===== src/rtl/hex_operand_loader.sv =====
// hex_operand_loader: assembles one W-bit operand from a line of ASCII hex
// characters (UART receive stream) and offers it to a consumer with a
// valid/ready handshake. Malformed or overlong lines are dropped and
// flagged with a one-cycle err pulse once their terminator arrives.
// Optional build macro: HEX_UPPER_EN also accepts upper-case 'A'..'F'.
module hex_operand_loader #(
  parameter  int W    = 32,
  localparam int MAXD = W / 4,
  localparam int CW   = $clog2(MAXD + 1)
) (
  input  logic          clk,
  input  logic          rst_n,
  input  logic          in_valid,
  input  logic [7:0]    in_data,
  output logic          in_ready,
  output logic          op_valid,
  output logic [W-1:0]  op_data,
  input  logic          op_ready,
  output logic          err,
  output logic [CW-1:0] digit_cnt
);

  typedef enum logic [1:0] {IDLE, LOAD, HOLD, ERR} state_e;

  state_e        state_q, state_d;
  logic [W-1:0]  acc_q, acc_d;
  logic [W-1:0]  op_data_q, op_data_d;
  logic          op_valid_q, op_valid_d;
  logic          err_q, err_d;
  logic [CW-1:0] cnt_q, cnt_d;
  logic          rdy_q, rdy_d;

  logic          is_dig, is_term, is_sp, take;
  logic [7:0]    diff;
  logic [3:0]    nib;

  // Character classification and digit-to-nibble conversion
  always_comb begin
    is_dig  = 1'b0;
    diff    = 8'h00;
    is_term = (in_data == 8'h0D) || (in_data == 8'h0A);
    is_sp   = (in_data == 8'h20);
    if (in_data >= 8'h30 && in_data <= 8'h39) begin
      is_dig = 1'b1;
      diff   = in_data - 8'h30;
    end else if (in_data >= 8'h61 && in_data <= 8'h66) begin
      is_dig = 1'b1;
      diff   = in_data - 8'h57;
`ifdef HEX_UPPER_EN
    end else if (in_data >= 8'h41 && in_data <= 8'h46) begin
      is_dig = 1'b1;
      diff   = in_data - 8'h37;
`endif
    end
    nib = diff[3:0];
  end

  // rdy_q holds in_ready low until the first edge after reset release
  assign in_ready  = rdy_q && (state_q != HOLD);
  assign take      = in_valid && in_ready;
  assign op_valid  = op_valid_q;
  assign op_data   = op_data_q;
  assign err       = err_q;
  assign digit_cnt = cnt_q;

  // Next-state logic: one transition per accepted character or op handshake
  always_comb begin
    state_d    = state_q;
    acc_d      = acc_q;
    cnt_d      = cnt_q;
    op_data_d  = op_data_q;
    op_valid_d = op_valid_q;
    err_d      = 1'b0;
    rdy_d      = 1'b1;
    case (state_q)
      IDLE: if (take) begin
        if (is_dig) begin
          acc_d   = W'(nib);
          cnt_d   = CW'(1);
          state_d = LOAD;
        end else if (!is_term && !is_sp) begin
          state_d = ERR;
        end
      end
      LOAD: if (take) begin
        if (is_dig) begin
          if (cnt_q == CW'(MAXD)) begin
            state_d = ERR;            // overflow: keep acc, wait for terminator
          end else begin
            acc_d = {acc_q[W-5:0], nib};
            cnt_d = cnt_q + CW'(1);
          end
        end else if (is_term) begin
          op_data_d  = acc_q;
          op_valid_d = 1'b1;
          state_d    = HOLD;
        end else if (!is_sp) begin
          state_d = ERR;
        end
      end
      HOLD: if (op_ready) begin
        op_valid_d = 1'b0;
        acc_d      = '0;
        cnt_d      = '0;
        state_d    = IDLE;
      end
      ERR: if (take && is_term) begin
        err_d   = 1'b1;
        acc_d   = '0;
        cnt_d   = '0;
        state_d = IDLE;
      end
      default: state_d = IDLE;
    endcase
  end

  // State registers; reset drops any partial or pending operand
  always_ff @(posedge clk or negedge rst_n) begin
    if (!rst_n) begin
      state_q    <= IDLE;
      acc_q      <= '0;
      cnt_q      <= '0;
      op_data_q  <= '0;
      op_valid_q <= 1'b0;
      err_q      <= 1'b0;
      rdy_q      <= 1'b0;
    end else begin
      state_q    <= state_d;
      acc_q      <= acc_d;
      cnt_q      <= cnt_d;
      op_data_q  <= op_data_d;
      op_valid_q <= op_valid_d;
      err_q      <= err_d;
      rdy_q      <= rdy_d;
    end
  end

endmodule


===== config.mk =====
export PLATFORM = sky130hd
export DESIGN_NAME = hex_operand_loader
export DESIGN_NICKNAME = d
export VERILOG_FILES = /design/src/rtl/hex_operand_loader.sv
export SDC_FILE = /design/constraint.sdc
export NUM_CORES = 1
export LEC_CHECK = 0
export ABC_AREA = 0
export CAP_MARGIN = 20
export CORE_ASPECT_RATIO = 2
export CORE_UTILIZATION = 50
export CTS_CLUSTER_DIAMETER = 30
export DETAILED_ROUTE_END_ITERATION = 7
export PLACE_DENSITY = 0.73
export SLEW_MARGIN = 20
export SYNTH_ARGS = -nofsm -noshare
export SYNTH_HDL_FRONTEND = slang
export SYNTH_SLANG_ARGS = --single-unit

===== constraint.sdc =====
create_clock -name clk -period 1.8 [get_ports clk]
set_input_delay 0.18 -clock clk [delete_from_list [all_inputs] [get_ports clk]]
set_output_delay 0.18 -clock clk [all_outputs]
set_load 0.05 [all_outputs]

==> impl_metrics.tcl, run 1 <==
set metrics [dict create \
    worst-r2r-setup-slack_ns 0.09 \
    power.ir.vdd_worst_mv 0.738 \
    cp.arrival_ns 1.55 \
    numClockSinks 73 \
    pwr-share-seq_pct 40.1 \
    reg2reg_depth 8 \
    route.detailed.wl_per_inst_um 15.4 \
    detail_route.vias_per_cell 5.26 \
    first_pass_iters 4 \
    setup.worst_path.class "flip-flop to output pin" \
    synth.lib_cells_used.distinct 46 \
    setup_violations 0 \
    detail_route.iter0.violations 90 \
    syn_nets 310 \
    nets 396 \
    placement.io_buffers 50 \
    core_area_um2 6620 \
    dp_worst_setup_slack_ns -0.562 \
    maxSlewViolCount 0 \
    worstSkewPairLatency_ns 0.33 \
    finalCriticalPeriod_ns 1.73 \
    startpoint_type "flip-flop" \
    worst_hold_slack_ns 0.301 \
    run_status "completed" \
    boundaryPins 51 \
    timing.rr.end "acc_q[30]" \
    multiInputGateArea_um2 1420 \
    share_comb_of_total_power_pct 29.4 \
    synth.yosys.seq_area_share_pct 53.7 \
    start_util_pct 51.4 \
    layout_cells_sized_above_1_pct 20.9 \
    detailed_placement_hpwl_um 4780 \
    p_sw_share_pct 34.2 \
    final_area_um2 4670 \
    wire_length_of_the_first_global_routing_pass_um 12000 \
    post_layout_nonfiller_instances 471 \
    routed_wirelength_um 7250 \
    static-leakage-power_nw 2.20 \
    placedCellCount 447 \
    critical_path.slowest_cell "sky130_fd_sc_hd__clkdlybuf4s50_1" \
    clock-root-buffer "sky130_fd_sc_hd__clkbuf_16" \
    number_of_warnings_issued_by_yosys 0 \
    maxCapViolations 0 \
    grt_antenna_before_repair 0 \
    global_route.usage.total_pct 22.8 \
    mapped_cell_area_um2 3400 \
    synth-main-ff-cell "sky130_fd_sc_hd__dfrtp_1" \
    number_of_enable_flip_flop_cells_after_synthesis 0 \
    grt_max_degree 48 \
    die_height_um 119 \
    synthCells 292 \
    synth-seq-cells 73 \
    flow.area_growth_from_synthesis_pct 37.1 \
    fp.dieW_um 60.4 \
    cp_max_fo 4 \
    postLayoutCoreUtil_pct 70.5 \
    seq_area_um2 1830 \
    cts_max_path_buffers 2 \
    async_flop_share_pct 100 \
    drc_errors 0 \
    total_switching_power_w 0.00202 \
    cts-buffers-inserted 9 \
    htree_num_levels 3 \
    timing.critical_path.max_delay_family "buffers and inverters" \
    path_clk_slew_ns 0.06 \
    max_slew_margin_pct 66.7 \
    cts_tree "yes" \
    place_area_um2 4190 \
    final_setup_slack_of_the_worst_path_ns 0.0705 \
    gp_congestion 0.877 \
    setup_skew_after_layout_ns 0.00602 \
    global_route.overflow_total 0 \
    worst_pin_slew_ns 0.498 \
    final_hold_viol_count 0 \
    detailroute.via_count 2476 \
    max_freq_mhz 578 \
    timing.critical_path.required_ns 1.62 \
    hp-class "primary input to async pin" \
    floorplan.die_area_um2 7160 \
    reg2reg_from "digit_cnt[1]" \
    cpPeakStageDelay_ns 0.81 \
    number_of_global_route_vias_before_repair 2604 \
    nFillCells 500 \
    finalCritPeriodShare_pct 96.1 \
    synthesis.area_per_instance_um2 11.7 \
    clock_power_share_pct 30.5 \
    path_buf_inv 1 \
    pwr_density_cell_nw_per_um2 1260 \
    rows 42 \
    rsz0062_at_grt "no" \
    ant_nets 0 \
    n_diodes 0 \
    path_cells "clkdlybuf4s50_1" \
    pint_w 0.00388 \
    end_kind "output pin" \
]
per-stage QoR:
step / power, W / setup TNS [ns]
after floorplan: 0.00340 / 0
after global placement: 0.00394 / -32.89
after detailed placement: 0.00402 / -35.52
after CTS: 0.00590 / 0
after global routing: 0.00619 / 0
final: 0.00589 / 0
layout by cell type (no fill, tap or decap), types with 3 or more instances in the layout:
cell type	n
sky130_fd_sc_hd__mux2i_1	29
sky130_fd_sc_hd__mux2_1	34
sky130_fd_sc_hd__clkdlybuf4s50_1	37
sky130_fd_sc_hd__ha_1	5
sky130_fd_sc_hd__inv_1	34
sky130_fd_sc_hd__buf_12	5
sky130_fd_sc_hd__nor2_1	11
sky130_fd_sc_hd__nand2_1	34
sky130_fd_sc_hd__dlygate4sd2_1	6
sky130_fd_sc_hd__clkbuf_16	9
sky130_fd_sc_hd__o22a_1	3
sky130_fd_sc_hd__clkinv_2	3
sky130_fd_sc_hd__a21oi_1	6
sky130_fd_sc_hd__buf_4	34
sky130_fd_sc_hd__nand3_1	4
sky130_fd_sc_hd__dfrtp_1	71
power by group through the flow:
| stage | clock network, W | registers [W] | logic [W] |
|---|---|---|---|
| floorplan | 0 | 0.00251 | 0.000890 |
| global placement | 0 | 0.00236 | 0.00157 |
| detailed placement | 0 | 0.00238 | 0.00163 |
| CTS | 0.00183 | 0.00236 | 0.00171 |
| global route | 0.00190 | 0.00241 | 0.00188 |
| finish | 0.00180 | 0.00236 | 0.00173 |
cells in the mapped netlist (all sizes together) (3+ instances only):
| cell type | count | area share, % |
|---|---|---|
| dfrtp | 73 | 54 |
| inv | 36 | 4.0 |
| mux2 | 35 | 12 |
| nand2 | 35 | 3.9 |
| mux2i | 30 | 8.8 |
| nor2 | 12 | 1.3 |
| buf | 8 | 2.5 |
| a21oi | 7 | 1.0 |
| ha | 6 | 2.2 |
| clkbuf | 5 | 0.55 |
| nand3 | 5 | 0.73 |
| o21ai | 4 | 0.59 |
| nor3b | 3 | 0.81 |
| o22a | 3 | 0.77 |
what timing repair did:
| item | in CTS | in global routing |
|---|---|---|
| endpoints found under the hold margin | 26 | 0 |
| resized for setup | 18 | 8 |
| hold buffers | 1 | 0 |
| cloned | 2 | 0 |
| setup buffers | 5 | 0 |
| pin swaps | 5 | 4 |
| setup endpoints to repair | 68 | 26 |
kinds of logic after synthesis:
kind of cell / share of synthesized area, %
fa+ha+maj: 2.21
flops: 53.7
mux: 20.5
simple gates: 10.6
buf+inv: 6.98
other cells: 0.110
compound gates: 5.95
registers in the layout, summed over array words and instances, names as in the netlist:
signal	cells
digit_cnt	4
op_data	32
rdy_q	1
acc_q	32
state_q	2
err	1
op_valid	1
area by class of cell:
| class | count | share of cell area (%) |
|---|---|---|
| Inverter | 36 | 2.89 |
| Timing Repair Buffer | 88 | 18.7 |
| Clock inverter | 5 | 1.15 |
| Multi-Input combinational cell | 170 | 30.3 |
| Clock buffer | 11 | 5.41 |
| Sequential cell | 73 | 39.2 |
| Tap cell | 88 | 2.36 |
how the worst max path moves through the flow:
stage | from | end | slack, ns | cells after the start
floorplan | digit_cnt[0] | acc_q[1] | 0.009 | 8
global placement | in_data[0] | op_data[4] | -0.52 | 7
detailed placement | in_data[6] | op_data[8] | -0.56 | 6
CTS | in_data[0] | acc_q[6] | 0.009 | 9
global route | digit_cnt[1] | acc_q[30] | 0.02 | 8
finish | digit_cnt[1] | digit_cnt[1] | 0.07 | 1
metal layers:
metal  GRT usage [%]  vias to the layer above  share of wire, %
li1                -                     1161                 -
met1            26.2                     1226                38
met2            37.3                       65                54
met3            5.25                       24               3.0
met4            12.6                        0               4.4
met5               0                        -                 0
Power figures use the tool's default switching activity.
==> run 2: changes to the inputs <==
Settings changed: CAP_MARGIN 20 to not set, MAX_ROUTING_LAYER set to met4.
==> run 2 against run 1 <==
Effect of this change:
- count of clock-buffer cells in the layout rose by 2
- final cell count rose by 0.64%
- die area did not move
- critical path type is now primary input to flip-flop
- highest routed layer unchanged
==> impl_metrics.tcl, run 2 (synthesis results as in run 1) <==
set metrics [dict create \
    htree_num_levels 3 \
    grt_antenna_before_repair 0 \
    detail_route.vias_per_cell 5.23 \
    wire_length_of_the_first_global_routing_pass_um 11700 \
    start_util_pct 51.4 \
    cts-buffers-inserted 9 \
    number_of_global_route_vias_before_repair 2551 \
    setup.worst_path.class "primary input to flip-flop" \
    share_comb_of_total_power_pct 30.5 \
    max_freq_mhz 580 \
    timing.critical_path.required_ns 2.01 \
    global_route.overflow_total 0 \
    grt_max_degree 41 \
    rows 42 \
    worst_hold_slack_ns 0.369 \
    startpoint_type "primary input" \
    detail_route.iter0.violations 89 \
    route.detailed.wl_per_inst_um 15.5 \
    first_pass_iters 4 \
    drc_errors 0 \
    finalCritPeriodShare_pct 95.9 \
    static-leakage-power_nw 2.23 \
    setup_violations 0 \
    ant_nets 0 \
    global_route.usage.total_pct 22.8 \
    layout_cells_sized_above_1_pct 20.2 \
    gp_congestion 0.874 \
    postLayoutCoreUtil_pct 70.7 \
    nets 400 \
    final_common_cell "sky130_fd_sc_hd__dfrtp_1" \
    cp_max_fo 5 \
    pwr_density_cell_nw_per_um2 1240 \
    n_diodes 0 \
    worst_pin_slew_ns 0.515 \
    hp-class "primary input to async pin" \
    pwr-share-seq_pct 40.7 \
    end_kind "flip-flop" \
    pint_w 0.00380 \
    detailroute.via_count 2480 \
    path_clk_slew_ns 0.05 \
    boundaryPins 51 \
    placement.io_buffers 50 \
    worstSkewPairLatency_ns 0.33 \
    floorplan.die_area_um2 7160 \
    p_sw_share_pct 34.4 \
    core_area_um2 6620 \
    clock-root-buffer "sky130_fd_sc_hd__clkbuf_16" \
    detailed_placement_hpwl_um 5000 \
    totalNegativeSetupSlack_ns 0 \
    maxSlewViolCount 0 \
    maxCapViolations 0 \
    nFillCells 533 \
    total_switching_power_w 0.00200 \
    power.ir.vdd_worst_mv 0.748 \
    final_cell_mix "sky130_fd_sc_hd__dfrtp_1, sky130_fd_sc_hd__buf_4, sky130_fd_sc_hd__clkdlybuf4s50_1" \
    numClockSinks 73 \
    max_slew_margin_pct 65.6 \
    routed_wirelength_um 7330 \
    cts_max_path_buffers 2 \
    die_height_um 119 \
    fp.dieW_um 60.4 \
    cp.arrival_ns 1.94 \
    setup_skew_after_layout_ns 0.00331 \
    final_hold_viol_count 0 \
    cts_tree "yes" \
    flow.area_growth_from_synthesis_pct 37.6 \
    clock_power_share_pct 28.8 \
    finalCriticalPeriod_ns 1.73 \
    run_status "completed" \
]
## run 2: layout make-up
class	count	area, um2	area share, %
flip-flops and latches	73	1830	39.1
repair buffers	92	935	20.0
clock inverters	2	12.5	0.267
clock buffers	13	270	5.77
well taps	88	110	2.35
inverters	36	135	2.89
multi-input cells	170	1390	29.7
## run 2: worst paths after layout
check / start / end / slack, ns / depth (start not counted)
worst max register to register: state_q[0] / acc_q[28] / 0.08 / 6
max in group asynchronous: rst_n / op_data[29] / 0.88 / 3
min in group clk: in_data[2] / state_q[0] / 0.42 / 5
worst min-delay path: rst_n / op_data[16] / 0.37 / 2
worst min register to register: op_data[23] / op_data[23] / 0.48 / 1
worst max-delay path: in_data[1] / acc_q[1] / 0.07 / 8
## run 2: power by group through the flow
| stage | Sequential [W] | Combinational (W) | Clock (W) |
|---|---|---|---|
| 2_1_floorplan | 0.00251 | 0.000890 | 0 |
| 3_3_place_gp | 0.00237 | 0.00160 | 0 |
| 3_5_place_dp | 0.00238 | 0.00167 | 0 |
| 4_1_cts | 0.00236 | 0.00169 | 0.00169 |
| 5_1_grt | 0.00241 | 0.00193 | 0.00175 |
| 6_report | 0.00236 | 0.00177 | 0.00167 |
## run 2: repair_timing
action	CTS	global route
pin swaps	3	1
buffers inserted	3	0
setup endpoints to repair	69	67
gates cloned	1	2
hold buffers	1	0
hold endpoints to repair	38	0
resized for setup	8	10
## run 2: through the flow
| step | total power [W] | setup slack (ns) | instances | cell area (um2) |
|---|---|---|---|---|
| 6_report | 0.00580 | 0.0746 | 474 | 4680 |
| 5_1_grt | 0.00610 | -0.00370 | 474 | 4680 |
| 4_1_cts | 0.00574 | 0.00665 | 472 | 4600 |
| 3_5_place_dp | 0.00405 | -0.537 | 452 | 4230 |
| 3_3_place_gp | 0.00398 | -0.422 | 452 | 4230 |
| 2_1_floorplan | 0.00340 | 0.00912 | 292 | 3410 |
## run 2: critical path, cell delays in order
cell and delay, ns:
sky130_fd_sc_hd__clkdlybuf4s15_1 0.21, sky130_fd_sc_hd__buf_4 0.15, sky130_fd_sc_hd__ha_1 0.17, sky130_fd_sc_hd__mux2_4 0.29, sky130_fd_sc_hd__and4_4 0.20, sky130_fd_sc_hd__or2_4 0.25
sky130_fd_sc_hd__o21a_4 0.17, sky130_fd_sc_hd__mux2_1 0.32
## run 2: per-layer routing
metal | track usage [%] | up-vias | share of wire, %
met5 | - | - | 0
met4 | 8.72 | 0 | 2.1
met3 | 5.03 | 13 | 2.7
met2 | 39.0 | 45 | 57
met1 | 24.5 | 1252 | 38
li1 | - | 1170 | -
==> run 3: changes to the inputs <==
Settings changed: HOLD_SLACK_MARGIN set to 0.12.
==> results of run 3 <==
The final DEF is identical to that of run 2; final timing and power are the same.
